## src/rtl/game_pkg.sv

```systemverilog
// game_pkg: game-wide state encoding, screen geometry and default bird motion constants.
package game_pkg;

   typedef enum logic [1:0] {
      START    = 2'b00,
      GAME     = 2'b01,
      GAMEOVER = 2'b10
   } game_state_t;

   typedef enum logic [1:0] {
      HOVER  = 2'b00,
      FLY    = 2'b01,
      FALL   = 2'b10,
      LANDED = 2'b11
   } motion_state_t;

   localparam int SCREEN_H     = 600;
   localparam int BIRD_H       = 32;
   localparam int Y_FLOOR_DEF  = SCREEN_H - BIRD_H;
   localparam int Y_START_DEF  = Y_FLOOR_DEF / 2;
   localparam int GRAVITY_DEF  = 1;
   localparam int FLAP_VEL_DEF = -8;
   localparam int VEL_MAX_DEF  = 10;

endpackage

```

## src/rtl/edge_detect.sv

```systemverilog
// edge_detect: one-cycle pulse on the rising edge of a level input.
// The pulse is combinational so an edge can be seen in the same cycle it arrives.
module edge_detect (
   input  logic clk,
   input  logic rst,
   input  logic level,
   output logic pulse
);

   logic prev_r;

   // Previous input level, cleared by reset.
   always_ff @(posedge clk) begin
      if (rst) begin
         prev_r <= 1'b0;
      end else begin
         prev_r <= level;
      end
   end

   assign pulse = level & ~prev_r;

endmodule

```

## src/rtl/bird_motion.sv

```systemverilog
// bird_motion: per-frame vertical motion of the player bird (flap, gravity, floor/ceiling).
// Optional build macro BIRD_CEILING_HIT_EN: touching the top edge counts as a hit and drops the bird.
module bird_motion
   import game_pkg::*;
#(
   parameter int Y_START  = Y_START_DEF,
   parameter int Y_FLOOR  = Y_FLOOR_DEF,
   parameter int GRAVITY  = GRAVITY_DEF,
   parameter int FLAP_VEL = FLAP_VEL_DEF,
   parameter int VEL_MAX  = VEL_MAX_DEF
) (
   input  logic              clk,
   input  logic              rst,
   input  logic              frame_tick,
   input  logic              mouse_left,
   input  logic [1:0]        state,
   input  logic              game_rst,
   output logic [10:0]       bird_y,
   output logic signed [7:0] bird_vel,
   output logic              bird_hit
);

   localparam logic signed [12:0] Y_FLOOR_S  = 13'(Y_FLOOR);
   localparam logic signed [12:0] GRAVITY_S  = 13'(GRAVITY);
   localparam logic signed [12:0] FLAP_VEL_S = 13'(FLAP_VEL);
   localparam logic signed [12:0] VEL_MAX_S  = 13'(VEL_MAX);
   localparam logic [10:0]        Y_START_U  = 11'(Y_START);
   localparam logic [10:0]        Y_FLOOR_U  = 11'(Y_FLOOR);

   motion_state_t      mstate_r, mstate_s;
   game_state_t        game_s;
   logic [10:0]        y_r, y_s;
   logic signed [7:0]  vel_r, vel_s;
   logic               hit_r, hit_s;
   logic               pend_r, pend_s;
   logic               flap_s, flap_eff_s, go_hover_s, clr_s;
   logic signed [12:0] y_cur_s, vel_sum_s, vel_grav_s, vel_fly_s, y_fly_s, y_fall_s;

   assign clr_s = rst | game_rst;

   edge_detect u_flap_edge (
      .clk   (clk),
      .rst   (clr_s),
      .level (mouse_left),
      .pulse (flap_s)
   );

   // Decode the game FSM state; the unused code 11 behaves as START.
   always_comb begin
      case (state)
         2'b01:   game_s = GAME;
         2'b10:   game_s = GAMEOVER;
         default: game_s = START;
      endcase
   end

   // Candidate velocity and position for this frame in 13-bit signed arithmetic.
   always_comb begin
      y_cur_s    = signed'({2'b00, y_r});
      vel_sum_s  = 13'(vel_r) + GRAVITY_S;
      vel_grav_s = (vel_sum_s > VEL_MAX_S) ? VEL_MAX_S : vel_sum_s;
      flap_eff_s = pend_r | flap_s;
      vel_fly_s  = flap_eff_s ? FLAP_VEL_S : vel_grav_s;
      y_fly_s    = y_cur_s + vel_fly_s;
      y_fall_s   = y_cur_s + vel_grav_s;
   end

   // Motion FSM next state and next register values.
   always_comb begin
      mstate_s   = mstate_r;
      y_s        = y_r;
      vel_s      = vel_r;
      hit_s      = hit_r;
      go_hover_s = 1'b0;
      pend_s     = frame_tick ? 1'b0 : (pend_r | flap_s);

      if (game_rst) begin
         pend_s     = 1'b0;
         go_hover_s = 1'b1;
      end else begin
         case (mstate_r)
            HOVER: begin
               if (game_s == GAME) begin
                  mstate_s = FLY;
               end else begin
                  go_hover_s = 1'b1;
               end
            end
            FLY: begin
               if (game_s == START) begin
                  go_hover_s = 1'b1;
               end else if (game_s != GAME) begin
                  mstate_s = FALL;
               end else if (frame_tick) begin
                  if (y_fly_s >= Y_FLOOR_S) begin
                     y_s      = Y_FLOOR_U;
                     vel_s    = 8'sd0;
                     hit_s    = 1'b1;
                     mstate_s = LANDED;
                  end else if (y_fly_s <= 13'sd0) begin
                     // Velocity is zeroed at the top edge so the bird restarts from rest.
                     y_s   = 11'd0;
                     vel_s = 8'sd0;
`ifdef BIRD_CEILING_HIT_EN
                     hit_s    = 1'b1;
                     mstate_s = FALL;
`else
                     hit_s    = hit_r;
                     mstate_s = FLY;
`endif
                  end else begin
                     y_s   = y_fly_s[10:0];
                     vel_s = vel_fly_s[7:0];
                  end
               end else begin
                  mstate_s = FLY;
               end
            end
            FALL: begin
               if (game_s == START) begin
                  go_hover_s = 1'b1;
               end else if (frame_tick) begin
                  if (y_fall_s >= Y_FLOOR_S) begin
                     y_s      = Y_FLOOR_U;
                     vel_s    = 8'sd0;
                     mstate_s = LANDED;
                  end else if (y_fall_s < 13'sd0) begin
                     y_s   = 11'd0;
                     vel_s = vel_grav_s[7:0];
                  end else begin
                     y_s   = y_fall_s[10:0];
                     vel_s = vel_grav_s[7:0];
                  end
               end else begin
                  mstate_s = FALL;
               end
            end
            LANDED: begin
               if (game_s == START) begin
                  go_hover_s = 1'b1;
               end else begin
                  mstate_s = LANDED;
               end
            end
            default: begin
               go_hover_s = 1'b1;
            end
         endcase
      end

      if (go_hover_s) begin
         mstate_s = HOVER;
         y_s      = Y_START_U;
         vel_s    = 8'sd0;
         hit_s    = 1'b0;
      end else begin
         mstate_s = mstate_s;
      end
   end

   // State and output registers.
   always_ff @(posedge clk) begin
      if (rst) begin
         mstate_r <= HOVER;
         y_r      <= Y_START_U;
         vel_r    <= 8'sd0;
         hit_r    <= 1'b0;
         pend_r   <= 1'b0;
      end else begin
         mstate_r <= mstate_s;
         y_r      <= y_s;
         vel_r    <= vel_s;
         hit_r    <= hit_s;
         pend_r   <= pend_s;
      end
   end

   assign bird_y   = y_r;
   assign bird_vel = vel_r;
   assign bird_hit = hit_r;

endmodule

```

## config.mk

```make
export PLATFORM = sky130hd
export DESIGN_NAME = bird_motion
export DESIGN_NICKNAME = d
export VERILOG_FILES = /design/src/rtl/game_pkg.sv /design/src/rtl/edge_detect.sv /design/src/rtl/bird_motion.sv
export SDC_FILE = /design/constraint.sdc
export NUM_CORES = 1
export LEC_CHECK = 0
export ABC_AREA = 1
export CAP_MARGIN = 25
export CORE_MARGIN = 1.5
export CORE_UTILIZATION = 59
export DETAILED_ROUTE_END_ITERATION = 8
export GPL_TIMING_DRIVEN = 0
export PLACE_DENSITY = 0.81
export SETUP_SLACK_MARGIN = 0.5
export SLEW_MARGIN = 40
export SYNTH_ARGS = -nofsm -noshare
export SYNTH_HDL_FRONTEND = slang
export SYNTH_HIERARCHICAL = 1
export SYNTH_SLANG_ARGS = --single-unit
```

## constraint.sdc

```tcl
create_clock -name clk -period 4.5 [get_ports clk]
set_input_delay 0.9 -clock clk [delete_from_list [all_inputs] [get_ports clk]]
set_output_delay 0.9 -clock clk [all_outputs]
set_load 0.01 [all_outputs]
```

Yosys cells after proc, flatten, opt, wreduce, memory -nomap -nowiden:

Cells that the tools add are included.

* register bits after elaboration: 24
* output and inout port bits: 20
* logic and storage cells: 83

* add/subtract/negate cells: 3
* order comparisons: 5
* equal/unequal tests: 16
* mux-type cells: 37
* bitwise gates (word level): 7
* reductions and logical operators: 9

Operators by type and width (count)
* 11-bit two-way mux: 9
* 8-bit two-way mux: 8
* 12-bit by 13-bit adder with 13-bit output: 2
* 13-bit by 11-bit greater-or-equal comparator with 1-bit output, second input constant: 2
* 13-bit two-way mux: 2
* 11-bit case mux with 2 select lines: 1
* 2-bit two-way mux: 10
* 8-bit case mux with 2 select lines: 1
* 2-bit inequality test, second input constant: 7
* 7-bit AND reduction: 2
* 13-bit by 1-bit less-or-equal comparator with 1-bit output, second input constant: 1
* 13-bit by 1-bit < comparator with 1-bit output, second input constant: 1
* 8-bit by 2-bit adder with 9-bit output, second input constant: 1
* 9-bit by 5-bit greater-than comparator with 1-bit output, second input constant: 1
* 2-bit case mux with 4 select lines: 1
* 2-bit by 1-bit equality test with 1-bit output, second input constant: 3
* 2-bit equality test, second input constant: 3
* 6-bit AND reduction: 1
* 3-bit OR reduction: 2
* 5-bit inequality test, second input constant: 1
* 2-bit logical NOT: 2
* 1-bit NOT: 4
* 2-bit case mux with 2 select lines: 1
* 1-bit two-way mux: 3
* other kinds (7): 8

Logic depth before layout (Yosys ltp):

* word-level depth: 12
* gate-level depth with buffers: 32

Modules after synthesis:

The synthesis kept the hierarchy.

By module, submodules not included
* bird_motion: times used 1, cells each 510, area each 2939.1 µm², seq. area each 460.4 µm²
* edge_detect: times used 1, cells each 4, area each 31.3 µm², seq. area each 20.0 µm²

Worst setup path after synthesis:

No wires, ideal clock.

* kind: reg-to-reg
* from: register vel_r[0] (netlist: bird_vel[0])
* to: register vel_r[0] (netlist: bird_vel[0])
* arrival: 3.559 ns
* slack: 0.877 ns
* stages on the path, launching flop included: 30
* buffers on the path: 0
* period minus slack after synthesis: 3.623 ns
* cells stage by stage: dfxtp_1 -> ha_1 -> nand2_1 -> nor2_1 -> nand2_1 -> nand2_1 -> nand3_1 -> nor2_2 -> nand2_2 -> nand2_4 -> inv_1 -> nor2_1 -> ha_1 -> inv_1 -> fa_1 -> o31ai_1 -> nand2_1 -> nand2_1 -> nand2_1 -> nand2_1 -> nand2_1 -> nor2_1 -> nand3_1 -> nand2_1 -> nand2_1 -> nand2_2 -> nand2_1 -> o21ai_0 -> a21oi_1 -> nor2_1

* longest elaborated chain between the ends: 12

RTL lines
* start: declaration: RTL line bird_motion.sv:33 `logic signed [7:0] vel_r, vel_s;`
* start signal: assignment: RTL line bird_motion.sv:172 `vel_r <= vel_s;`
* 8-bit by 2-bit adder with 9-bit output (*): RTL line bird_motion.sv:60 `vel_sum_s = 13'(vel_r) + GRAVITY_S;`
* 9-bit by 5-bit greater-than comparator with 1-bit output: RTL line bird_motion.sv:61 `vel_grav_s = (vel_sum_s > VEL_MAX_S) ? VEL_MAX_S : vel_sum_s;`
* 13-bit two-way mux (*): RTL line bird_motion.sv:61
* 13-bit two-way mux: RTL line bird_motion.sv:63 `vel_fly_s = flap_eff_s ? FLAP_VEL_S : vel_grav_s;`
* 12-bit by 13-bit adder with 13-bit output: RTL line bird_motion.sv:64 `y_fly_s = y_cur_s + vel_fly_s;`
* 13-bit by 1-bit less-or-equal comparator with 1-bit output: RTL line bird_motion.sv:100 `end else if (y_fly_s <= 13'sd0) begin`
* 8-bit two-way mux: RTL line bird_motion.sv:100
* 8-bit two-way mux: RTL line bird_motion.sv:95 `if (y_fly_s >= Y_FLOOR_S) begin`
* 8-bit two-way mux: RTL line bird_motion.sv:94 `end else if (frame_tick) begin`
* 8-bit two-way mux: RTL line bird_motion.sv:92 `end else if (game_s != GAME) begin`
* 8-bit two-way mux: RTL line bird_motion.sv:90 `if (game_s == START) begin`
* 8-bit case mux with 2 select lines (*): RTL line bird_motion.sv:81 `case (mstate_r)`

Every way passes the cells marked *; elsewhere a longest branch is shown, timed or not. The select of a mux whose other input is x is not followed.
A chain may end at the register's enable or synchronous reset.

Final worst setup path:

* from: register vel_r[0] (netlist: bird_vel[0])
* to: register vel_r[2] (netlist: bird_vel[2])

Same word-level chain as after synthesis.

==> run_summary.xml <==
<?xml version="1.0" encoding="UTF-8"?>
<metrics>
  <group name="synth">
    <metric name="yosys_warnings" unit="">6</metric>
    <metric name="synthesis.area" unit="um^2">2970</metric>
    <metric name="yosys.cell_types.count" unit="">35</metric>
    <metric name="post_synthesis_register_bit_count" unit="">24</metric>
    <metric name="largest_cells_by_area_after_synthesis" unit="">nand2_1 (18%), dfxtp_1 (16%), ha_1 (11%)</metric>
    <metric name="synth.largest_area_cell" unit="">nand2_1</metric>
    <metric name="postSynthNetCount" unit="">547</metric>
    <metric name="synthesis.instances" unit="">514</metric>
    <metric name="synth_top_area_frac" unit="">0.176</metric>
    <metric name="syn_avg_cell_area" unit="um^2">5.78</metric>
    <metric name="ys_seq_area_frac" unit="">0.162</metric>
  </group>
  <group name="critical_path">
    <metric name="worst_setup_start_kind" unit="">flop</metric>
    <metric name="critPathRequiredTime" unit="ns">4.72</metric>
    <metric name="worst_path_most_repeated_cell" unit="">nand2_2</metric>
    <metric name="regToRegEndpoint" unit="">bird_vel[2]$_SDFFE_PP0P_</metric>
    <metric name="worstReg2RegStart" unit="">bird_vel[0]$_SDFFE_PP0P_</metric>
    <metric name="critical_path.slowest_cell" unit="">dfxtp_4</metric>
    <metric name="critical_path.top_delay_family" unit="">simple AND/OR/NAND/NOR gates</metric>
    <metric name="regToRegSetupSlack" unit="ns">0.48</metric>
    <metric name="path_max_fanout" unit="">8</metric>
    <metric name="critPathMaxStageDelay" unit="ns">0.43</metric>
    <metric name="critical_path.endpoint_type" unit="">flop</metric>
    <metric name="timing.setup.critical_path_class" unit="">flop to flop</metric>
    <metric name="worstPathArrival" unit="ns">4.24</metric>
    <metric name="crit_buf_inv" unit="">6</metric>
    <metric name="worst-r2r-cell-count" unit="">31</metric>
  </group>
  <group name="cts">
    <metric name="cts-hold-fix-buffers" unit="">0</metric>
    <metric name="worst_skew_pair.late_latency" unit="ns">0.28</metric>
    <metric name="cts_tree" unit="">done</metric>
    <metric name="clkSlewWorstSetupHoldPaths" unit="ns">0.10</metric>
    <metric name="number_of_sinks_handled_by_clock_tree_synthesis" unit="">24</metric>
    <metric name="clock_path_buffers" unit="">2</metric>
    <metric name="cts_inserted_buffers" unit="">3</metric>
    <metric name="htree_levels" unit="">1</metric>
    <metric name="cts.root.buffer_cell" unit="">clkbuf_8</metric>
  </group>
  <group name="placement">
    <metric name="finalWeightedCongestion" unit="">0.971</metric>
    <metric name="placement.io_buffers" unit="">26</metric>
    <metric name="dp_slack" unit="ns">-0.246</metric>
    <metric name="place.detailed.hpwl" unit="um">6810</metric>
    <metric name="dpl-instance-area" unit="um^2">3310</metric>
  </group>
  <group name="grt">
    <metric name="antenna_found_initial" unit="">0</metric>
    <metric name="grt_start_max_net_pins" unit="">15</metric>
    <metric name="grt_overflow_total" unit="">0</metric>
    <metric name="grt_pass1_wl" unit="um">14100</metric>
    <metric name="globalRouteTotalUtil" unit="">0.334</metric>
    <metric name="vias_in_the_first_global_route" unit="">3098</metric>
  </group>
  <group name="flow_run">
    <metric name="maxCapViolCount" unit="">0</metric>
  </group>
  <group name="routing">
    <metric name="detail_route.wl_per_cell" unit="um">17.1</metric>
    <metric name="total_routed_length" unit="um">10800</metric>
    <metric name="num_vias" unit="">3907</metric>
    <metric name="ant_nets" unit="">0</metric>
    <metric name="drt_first_iter_violations" unit="">411</metric>
    <metric name="drtPass1Iterations" unit="">5</metric>
    <metric name="drc" unit="">0</metric>
    <metric name="avgViaCountPerCell" unit="">6.17</metric>
  </group>
  <group name="floorplanning">
    <metric name="core_area" unit="um^2">4790</metric>
    <metric name="die_width" unit="um">74.0</metric>
    <metric name="core.rowCount" unit="">25</metric>
    <metric name="start_util" unit="">0.621</metric>
    <metric name="num_io_pins" unit="">27</metric>
    <metric name="area_enclosed_by_the_die_boundary" unit="um^2">5470</metric>
    <metric name="dieHeight" unit="um">74.0</metric>
  </group>
  <group name="timing">
    <metric name="tightest_slew" unit="ns">0.895</metric>
    <metric name="postLayoutSetupSlackWorst" unit="ns">0.481</metric>
    <metric name="max_freq" unit="MHz">249</metric>
    <metric name="setup_repair_after_global_routing_missed_its_margin" unit="">false</metric>
    <metric name="drv_slew" unit="">0</metric>
    <metric name="worst_hold_slack" unit="ns">0.466</metric>
    <metric name="timing.final.crit_period" unit="ns">4.02</metric>
    <metric name="setup_viol_count_final" unit="">0</metric>
    <metric name="post_route_clock_period_utilization" unit="">0.893</metric>
    <metric name="hold_fails_final_rpt" unit="">0</metric>
    <metric name="fin_tns_setup" unit="ns">0</metric>
    <metric name="slew_headroom" unit="">0.401</metric>
    <metric name="clock-skew-final" unit="ns">0.00254</metric>
  </group>
  <group name="cells_and_area">
    <metric name="design.final.nets" unit="">600</metric>
    <metric name="num_antenna_cells" unit="">0</metric>
    <metric name="register_area" unit="um^2">489</metric>
    <metric name="drive_above_1_share" unit="">0.240</metric>
    <metric name="syn_to_final_growth" unit="%">34.2</metric>
    <metric name="multiInputGateArea" unit="um^2">2520</metric>
    <metric name="stdcell_area" unit="um^2">3990</metric>
    <metric name="filler_cell_count" unit="">320</metric>
  </group>
  <group name="status">
    <metric name="run_status" unit="">complete, no violations</metric>
  </group>
  <group name="worst_hold_path">
    <metric name="hold_path.startpoint" unit="">bird_hit$_SDFFE_PP0P_</metric>
    <metric name="hold_path_class" unit="">flop to flop</metric>
    <metric name="worstHoldEndpoint" unit="">bird_hit$_SDFFE_PP0P_</metric>
    <metric name="whs_path_depth" unit="">2</metric>
  </group>
  <group name="power">
    <metric name="p_clk_frac" unit="">0.323</metric>
    <metric name="p_seq_frac" unit="">0.341</metric>
    <metric name="pwr_density_cell" unit="nW/um^2">156</metric>
    <metric name="irDropWorstVdd" unit="uV">125</metric>
    <metric name="internal_power" unit="uW">417</metric>
    <metric name="netSwitchingFraction" unit="">0.331</metric>
    <metric name="power_leakage" unit="nW">1.91</metric>
    <metric name="combPwrFrac" unit="">0.336</metric>
    <metric name="power_switching" unit="uW">206</metric>
  </group>
</metrics>
[cells in the mapped netlist]
cell / count
a21o_1: 1
a21oi_1: 36
a21oi_2: 4
a221oi_1: 1
a31oi_1: 4
buf_6: 1
clkbuf_1: 5
dfxtp_1: 24
fa_1: 1
ha_1: 25
inv_1: 75
inv_2: 5
nand2_1: 139
nand2_2: 12
nand2_4: 5
nand3_1: 38
nand3_2: 2
nand3b_1: 4
nand4_1: 9
nor2_1: 55
nor2_2: 4
nor2_4: 2
nor3_1: 8
o211ai_2: 1
o21ai_0: 33
o21ai_1: 2
o21bai_1: 1
o21bai_2: 1
o22ai_1: 3
o31ai_1: 2
or2_0: 1
or2_1: 1
or2_2: 2
xnor2_1: 1
xor2_1: 6
[cell type report]
type,instances,share of cell area
plain buffers,6,0.0113
clock buffers,3,0.0104
clock inverters,1,0.00753
inverters,80,0.0775
multi-input cells,404,0.633
flip-flops and latches,24,0.123
well taps,67,0.0210
repair buffers,48,0.116
[sequential cells by signal, indices dropped and copies added (netlist names)]
register            flops
bird_hit                1
bird_vel                8
bird_y                 11
mstate_r                2
pend_r                  1
u_flap_edge/prev_r      1
[worst max path at each step]
stage                              from                        to  cells past startpoint  slack [ns]
2_1_floorplan  bird_vel[0]$_SDFFE_PP0P_  bird_vel[0]$_SDFFE_PP0P_                     29        0.88
6_report       bird_vel[0]$_SDFFE_PP0P_  bird_vel[2]$_SDFFE_PP0P_                     31        0.48
5_1_grt        bird_vel[0]$_SDFFE_PP0P_  bird_vel[2]$_SDFFE_PP0P_                     31        0.36
3_3_place_gp                 mouse_left  bird_vel[4]$_SDFFE_PP0P_                     22       -0.19
3_5_place_dp                 mouse_left  bird_vel[4]$_SDFFE_PP0P_                     22       -0.25
4_1_cts                      mouse_left  bird_vel[4]$_SDFFE_PP0P_                     22        0.50
[worst min-delay path: stages (launching register included)]
cell and delay (ns):
dfxtp_1 0.32, inv_1 0.05, a21oi_1 0.05
[cells in the final DEF (no fill, tap or decap), types with 3 or more instances in the layout]
cell type        netlist  routed
nand2_1              139     129
inv_1                 75      71
nor2_1                55      45
nand3_1               38      36
clkdlybuf4s50_1        0      25
o21ai_0               33      23
a21oi_1               36      23
dfxtp_1               24      21
buf_4                  0      20
nand2_2               12      19
a21oi_2                4      14
ha_1                  25      13
nor2_4                 2       9
nand4_1                9       9
inv_2                  5       7
nor2_2                 4       7
nand2_4                5       7
o21ai_2                0       7
ha_2                   0       7
nor3_1                 8       6
o21ai_1                2       5
ha_4                   0       5
clkbuf_1               5       4
nand3_2                2       4
a31oi_1                4       4
nand3b_1               4       4
a21oi_4                0       3
xor2_1                 6       3
xor2_2                 0       3
clkbuf_8               0       3
[per-layer routing]
metal | global-route usage | routed length, um | vias to the layer above
met4 | 0.148 | 670 | 0
li1 | - | - | 1767
met2 | 0.566 | 5020 | 308
met5 | 0 | 0 | -
met1 | 0.427 | 4040 | 1739
met3 | 0.0352 | 1110 | 93
[stage by stage]
step / util / instances / total power, mW
after floorplan: - / 514 / 0.316
after global placement: 0.693 / 607 / 0.346
after detailed placement: 0.693 / 607 / 0.348
after CTS: 0.724 / 613 / 0.548
after global routing: 0.833 / 633 / 0.639
final: 0.833 / 633 / 0.623
[logic make-up after synthesis]
logic type               Yosys count  synth area share
AND/OR/NAND/NOR                  282             0.427
AO/OA/AOI/OAI                     89             0.167
buffers and inverters             86             0.111
adder cells (fa/ha/maj)           26             0.112
flip-flops                        24             0.162
XOR/XNOR                           7            0.0206
[timing repair]
action | in CTS | in global routing
buffers inserted | 2 | 18
resized for setup | 20 | 88
gates cloned | 0 | 2
pin swaps | 2 | 31
endpoints found under the setup margin | 20 | 20
[power by group through the flow]
| stage | clock [mW] | combinational (mW) | sequential (mW) |
|---|---|---|---|
| 3_3_place_gp | 0 | 0.128 | 0.218 |
| 2_1_floorplan | 0 | 0.0978 | 0.218 |
| 4_1_cts | 0.198 | 0.137 | 0.213 |
| 3_5_place_dp | 0 | 0.129 | 0.218 |
| 5_1_grt | 0.207 | 0.220 | 0.212 |
| 6_report | 0.201 | 0.210 | 0.212 |
(Power assumes the default switching activity.)
==> patch 1 (config.mk and constraints unchanged) <==
Register the output `bird_y` once more, cleared by the reset; this adds one clock of latency there. The other outputs are not delayed to match.
--- a/src/rtl/bird_motion.sv
+++ b/src/rtl/bird_motion.sv
@@ -177,3 +177,9 @@
 
-   assign bird_y   = y_r;
+   always_ff @(posedge clk) begin
+      if (rst) begin
+         bird_y <= '0;
+      end else begin
+         bird_y <= y_r;
+      end
+   end
    assign bird_vel = vel_r;
Check against the original RTL: not equivalent (a bounded check fails within 4 cycles, from zero or initial values and one cycle with rst high).
==> patch 1 against the unedited design <==
Utilization is 8.4 points lower; non-clock buffer count is 11 lower; synthesized area is 14% higher; global-route usage is 1.3 points lower; routed wire length is 8.3% lower; cell area is 4.1% higher; count of clock-buffer cells in the layout is 2 higher; sequential cell count is 11 higher; clock skew is 14 ps higher; maximum frequency is 3.4% higher; die area is 14% higher; total power is 23% higher; setup slack better by 130 ps.
==> patch 1: results (changes against the unedited design) <==
| Metric | Value |
|---|---|
| Status | finished clean |
| Skew final | 16.14 ps (+13.59 ps) |
| RR Endpoint | bird_vel[5] |
| Vias in the first global route | 3,323 (+7.3%) |
| Post-CTS sizing | 8 (-60%) |
| Total CTS buffers | 5 (+2) |
| FF-to-FF path depth | 24 (-23%) |
| Post-synth net total | 592 (+8.2%) |
| DR pass1 iterations | 6 (+1) |
| Routed WL per cell | 14.71 µm (-14%) |
| Synth cell count leaders | nand2_1, inv_1, nor2_1, a21oi_1, nand3_1 |
| Top post-synthesis cells by area | dfxtp_1, nand2_1, inv_1 |
| Final hold slack | 464.9 ps (-0.7290 ps) |
| Share of cells above drive strength 1 | 18.21% (-5.8 points) |
| Synth unique cells | 37 (+5.7%) |
| Maximum vdd drop | 0.1230 mV (-1.5%) |
| First-pass GRT wire length | 15,750 µm (+12%) |
| DR iter-0 viols | 399 (-2.9%) |
| Nets@finish | 636 (+6.0%) |
| Buffer count from post-CTS setup fixing | 1 (-1) |
| Leakage power | 2.050 nW (+7.2%) |
| Max incr delay on CP | 400 ps (-30 ps) |
| Grt met3 use | 4.828% (+1.3 points) |
| Final GP Congestion | 0.9514 (-2.0%) |
| GR Util met1 | 42.65% (-0.045 points) |
| Hold path startpoint | bird_hit |
| Drt via density | 5.578 (-9.6%) |
| FILL cells | 479 (+50%) |
| Met2 global-route usage | 51.55% (-5.1 points) |
| Crit Path Max Fanout | 6 (-2) |
| Flop2flop setup slack | 610 ps (+130 ps) |
| Dpl hpwl | 7588 µm (+11%) |
| Crit path DAT | 4130 ps (-110 ps) |
| GRT Resource Usage Total | 32.14% (-1.3 points) |
| Worst skew pair latency | 310 ps (+30 ps) |
-- patch 1: cell count changes in the layout (fill, tap and decap cells not counted), moves of 4 or more --
cell / unedited run / this run
inv_1: 71 / 87
nand2_1: 129 / 125
nor2_1: 45 / 60
a21oi_2: 14 / 8
o21ai_2: 7 / 3
o21ai_0: 23 / 29
a21oi_1: 23 / 35
nand3_2: 4 / 8
buf_4: 20 / 10
dfxtp_1: 21 / 33
ha_1: 13 / 17
-- patch 1: final cells by class --
| type | count | area share [%] |
|---|---|---|
| multi-input cells | 424 | 60.69 |
| clock buffers | 5 | 1.658 |
| repair buffers | 36 | 8.080 |
| flip-flops and latches | 35 | 17.00 |
| clock inverters | 3 | 1.055 |
| plain buffers | 7 | 0.7537 |
| well taps | 72 | 2.171 |
| inverters | 94 | 8.592 |
-- patch 1: power by group --
part           total [mW]  internal [mW]  switching [mW]
Clock               0.300          0.165           0.135
Sequential          0.313          0.312         0.00101
Combinational       0.155         0.0560          0.0991
Total               0.768          0.533           0.235
-- patch 1: worst reg2reg max path, cell delays in order (launching register included) --
cell and delay (ps):
dfxtp_4 400, ha_2 200, nand2_1 80, inv_1 100, nand2_1 110, nand2_2 110
nand3_2 80, nor2_2 100, nand2_2 100, a21oi_4 210, ha_4 160, inv_1 70
fa_2 380, o31ai_4 280, nand4_1 200, nand2_2 130, nand2_1 70, nand2_2 110
xor2_4 190, nand3_4 140, nand2_4 150, nand2_4 80, o21ai_1 200, a21oi_1 90
nor2_1 90
-- patch 1: how the worst max path moves through the flow --
| stage | start | end | slack, ps |
|---|---|---|---|
| 3_5_place_dp | mouse_left | mstate_r[1] | -130 |
| 6_report | bird_vel[0] | bird_vel[5] | 610 |
| 5_1_grt | bird_vel[0] | bird_vel[5] | 350 |
| 2_1_floorplan | mouse_left | mstate_r[1] | 900 |
| 3_3_place_gp | mouse_left | y_r[2] | -110 |
| 4_1_cts | bird_vel[1] | y_r[2] | 480 |
-- patch 1: logic make-up (layout without fill, tap and decap cells) --
family / Yosys count / after routing / synth area share (%)
AO/OA/AOI/OAI: 95 / 95 / 15.38
adder cells (fa/ha/maj): 26 / 26 / 9.787
buffers and inverters: 101 / 145 / 11.41
flip-flops: 35 / 35 / 20.60
AND/OR/NAND/NOR: 294 / 295 / 40.32
XOR/XNOR: 8 / 8 / 2.502
-- patch 1: stage by stage --
step	worst slack [ps]	TNS (ps)	power, mW	instances	cell area [µm²]
global route	353.8	0	0.8000	676	4150
finish	614.1	0	0.7682	676	4150
floorplan	895.0	0	0.4212	559	3401
CTS	477.9	0	0.7544	666	3910
global placement	-108.7	-924.7	0.4564	657	3751
detailed placement	-131.0	-1292	0.4577	657	3751
==> patch 2 (config.mk and constraints unchanged) <==
Made on the original files. Build with the macro `BIRD_CEILING_HIT_EN` defined.
--- a/src/rtl/bird_motion.sv
+++ b/src/rtl/bird_motion.sv
@@ -2,2 +2,4 @@
 // Optional build macro BIRD_CEILING_HIT_EN: touching the top edge counts as a hit and drops the bird.
+`define BIRD_CEILING_HIT_EN
+
 module bird_motion
Formal check against the unedited RTL: not equivalent (Yosys sat finds a counterexample within 4 cycles, from zero or initial values).
==> patch 2 against the unedited design <==
Non-clock buffer count grew 8; total power down 17%; clock power fell by 32%; setup slack gained 36 ps; sequential cell count unchanged; combinational power decreased by 21%; die area grew 2.0%; routed wire length shrank 13%; cell area fell by 0.60%; synthesized area grew 2.1%; critical endpoint is now bird_vel[3]; largest cell class unchanged.
==> patch 2: results (changes against the unedited design) <==
| Metric | Value |
|---|---|
| Post-synth net total | 514 (-6.0%) |
| Largest net degree at the start of global routing | 13 (-2) |
| DR iter-0 viols | 277 (-33%) |
| Met2 global-route usage | 51.19% (-5.5 points) |
| Synth cell count leaders | nand2_1, inv_1, nor2_1, a21oi_1, nand3_1 |
| Grt met3 use | 3.614% (+0.091 points) |
| Starting Density | 62.55% (+0.49 points) |
| Slew headroom | 58.08% (+18 points) |
| Status | finished clean |
| Syn avg cell area | 6.345 µm² (+9.8%) |
| Part of the power in combinational logic | 32.1% (-1.5 points) |
| Wl on met1 | 3900 µm (-3.5%) |
| Max incr delay on CP | 410 ps (-20 ps) |
| Dpl cell area | 3377 µm² (+1.9%) |
| Register area share after synthesis | 15.84% (-0.33 points) |
| GR Util met1 | 38.30% (-4.4 points) |
| Skew final | 8.666 ps (+6.121 ps) |
| Drt via density | 5.771 (-6.5%) |
| Maximum vdd drop | 0.1800 mV (+44%) |
| P_sw | 0.1766 mW (-14%) |
| GRT Resource Usage Total | 30.00% (-3.4 points) |
| CP delay by family, top | compound AO/OA/AOI/OAI gates |
| Top post-synthesis cells by area | dfxtp_1, nand2_1, ha_1 |
| Pwr dens | 129.7 nW/µm² (-17%) |
| Nets@finish | 577 (-3.8%) |
| Synth unique cells | 41 (+17%) |
patch 2: cell count changes in the layout (fill, tap and decap cells not counted), moves of 4 or more:
cell,unedited run,this run
buf_4,20,31
ha_1,13,18
o21ai_2,7,2
xor2_1,3,8
nor2_2,7,12
nand3_1,36,26
ha_2,7,3
nor2_1,45,35
nand4_1,9,1
nand2_4,7,17
nand2_1,129,118
inv_1,71,63
nand2_2,19,13
patch 2: timing repair:
| action | in CTS | in global routing |
|---|---|---|
| endpoints found under the hold margin | 0 | 0 |
| gates resized for setup | 22 | 55 |
| setup buffers | 4 | 27 |
| pin swaps | 4 | 47 |
| cloned | 0 | 1 |
| endpoints found under the setup margin | 21 | 21 |
patch 2: final cells by class:
cell class / count / share of cell area, %
multi-input cells: 373 / 63.03
repair buffers: 58 / 13.14
flip-flops and latches: 24 / 12.38
inverters: 77 / 7.515
well taps: 67 / 2.116
clock buffers: 3 / 1.042
plain buffers: 4 / 0.7894
patch 2: metrics by stage:
stage | TNS (ps) | worst slack [ps] | power, mW | hold WS [ps]
floorplan | 0 | 553.0 | 0.3168 | 477.0
global placement | -4530 | -355.1 | 0.3426 | 453.9
detailed placement | -6757 | -453.5 | 0.3450 | 460.3
CTS | 0 | 493.6 | 0.4828 | 493.2
global route | 0 | 281.9 | 0.5321 | 549.0
finish | 0 | 517.1 | 0.5141 | 481.0
patch 2: kinds of logic after synthesis:
family | count (synthesis) | synth area share (%)
buffers and inverters | 81 | 10.60
AO/OA/AOI/OAI | 85 | 17.08
XOR/XNOR | 13 | 4.002
adder cells (fa/ha/maj) | 29 | 12.46
flip-flops | 24 | 15.84
AND/OR/NAND/NOR | 246 | 40.02
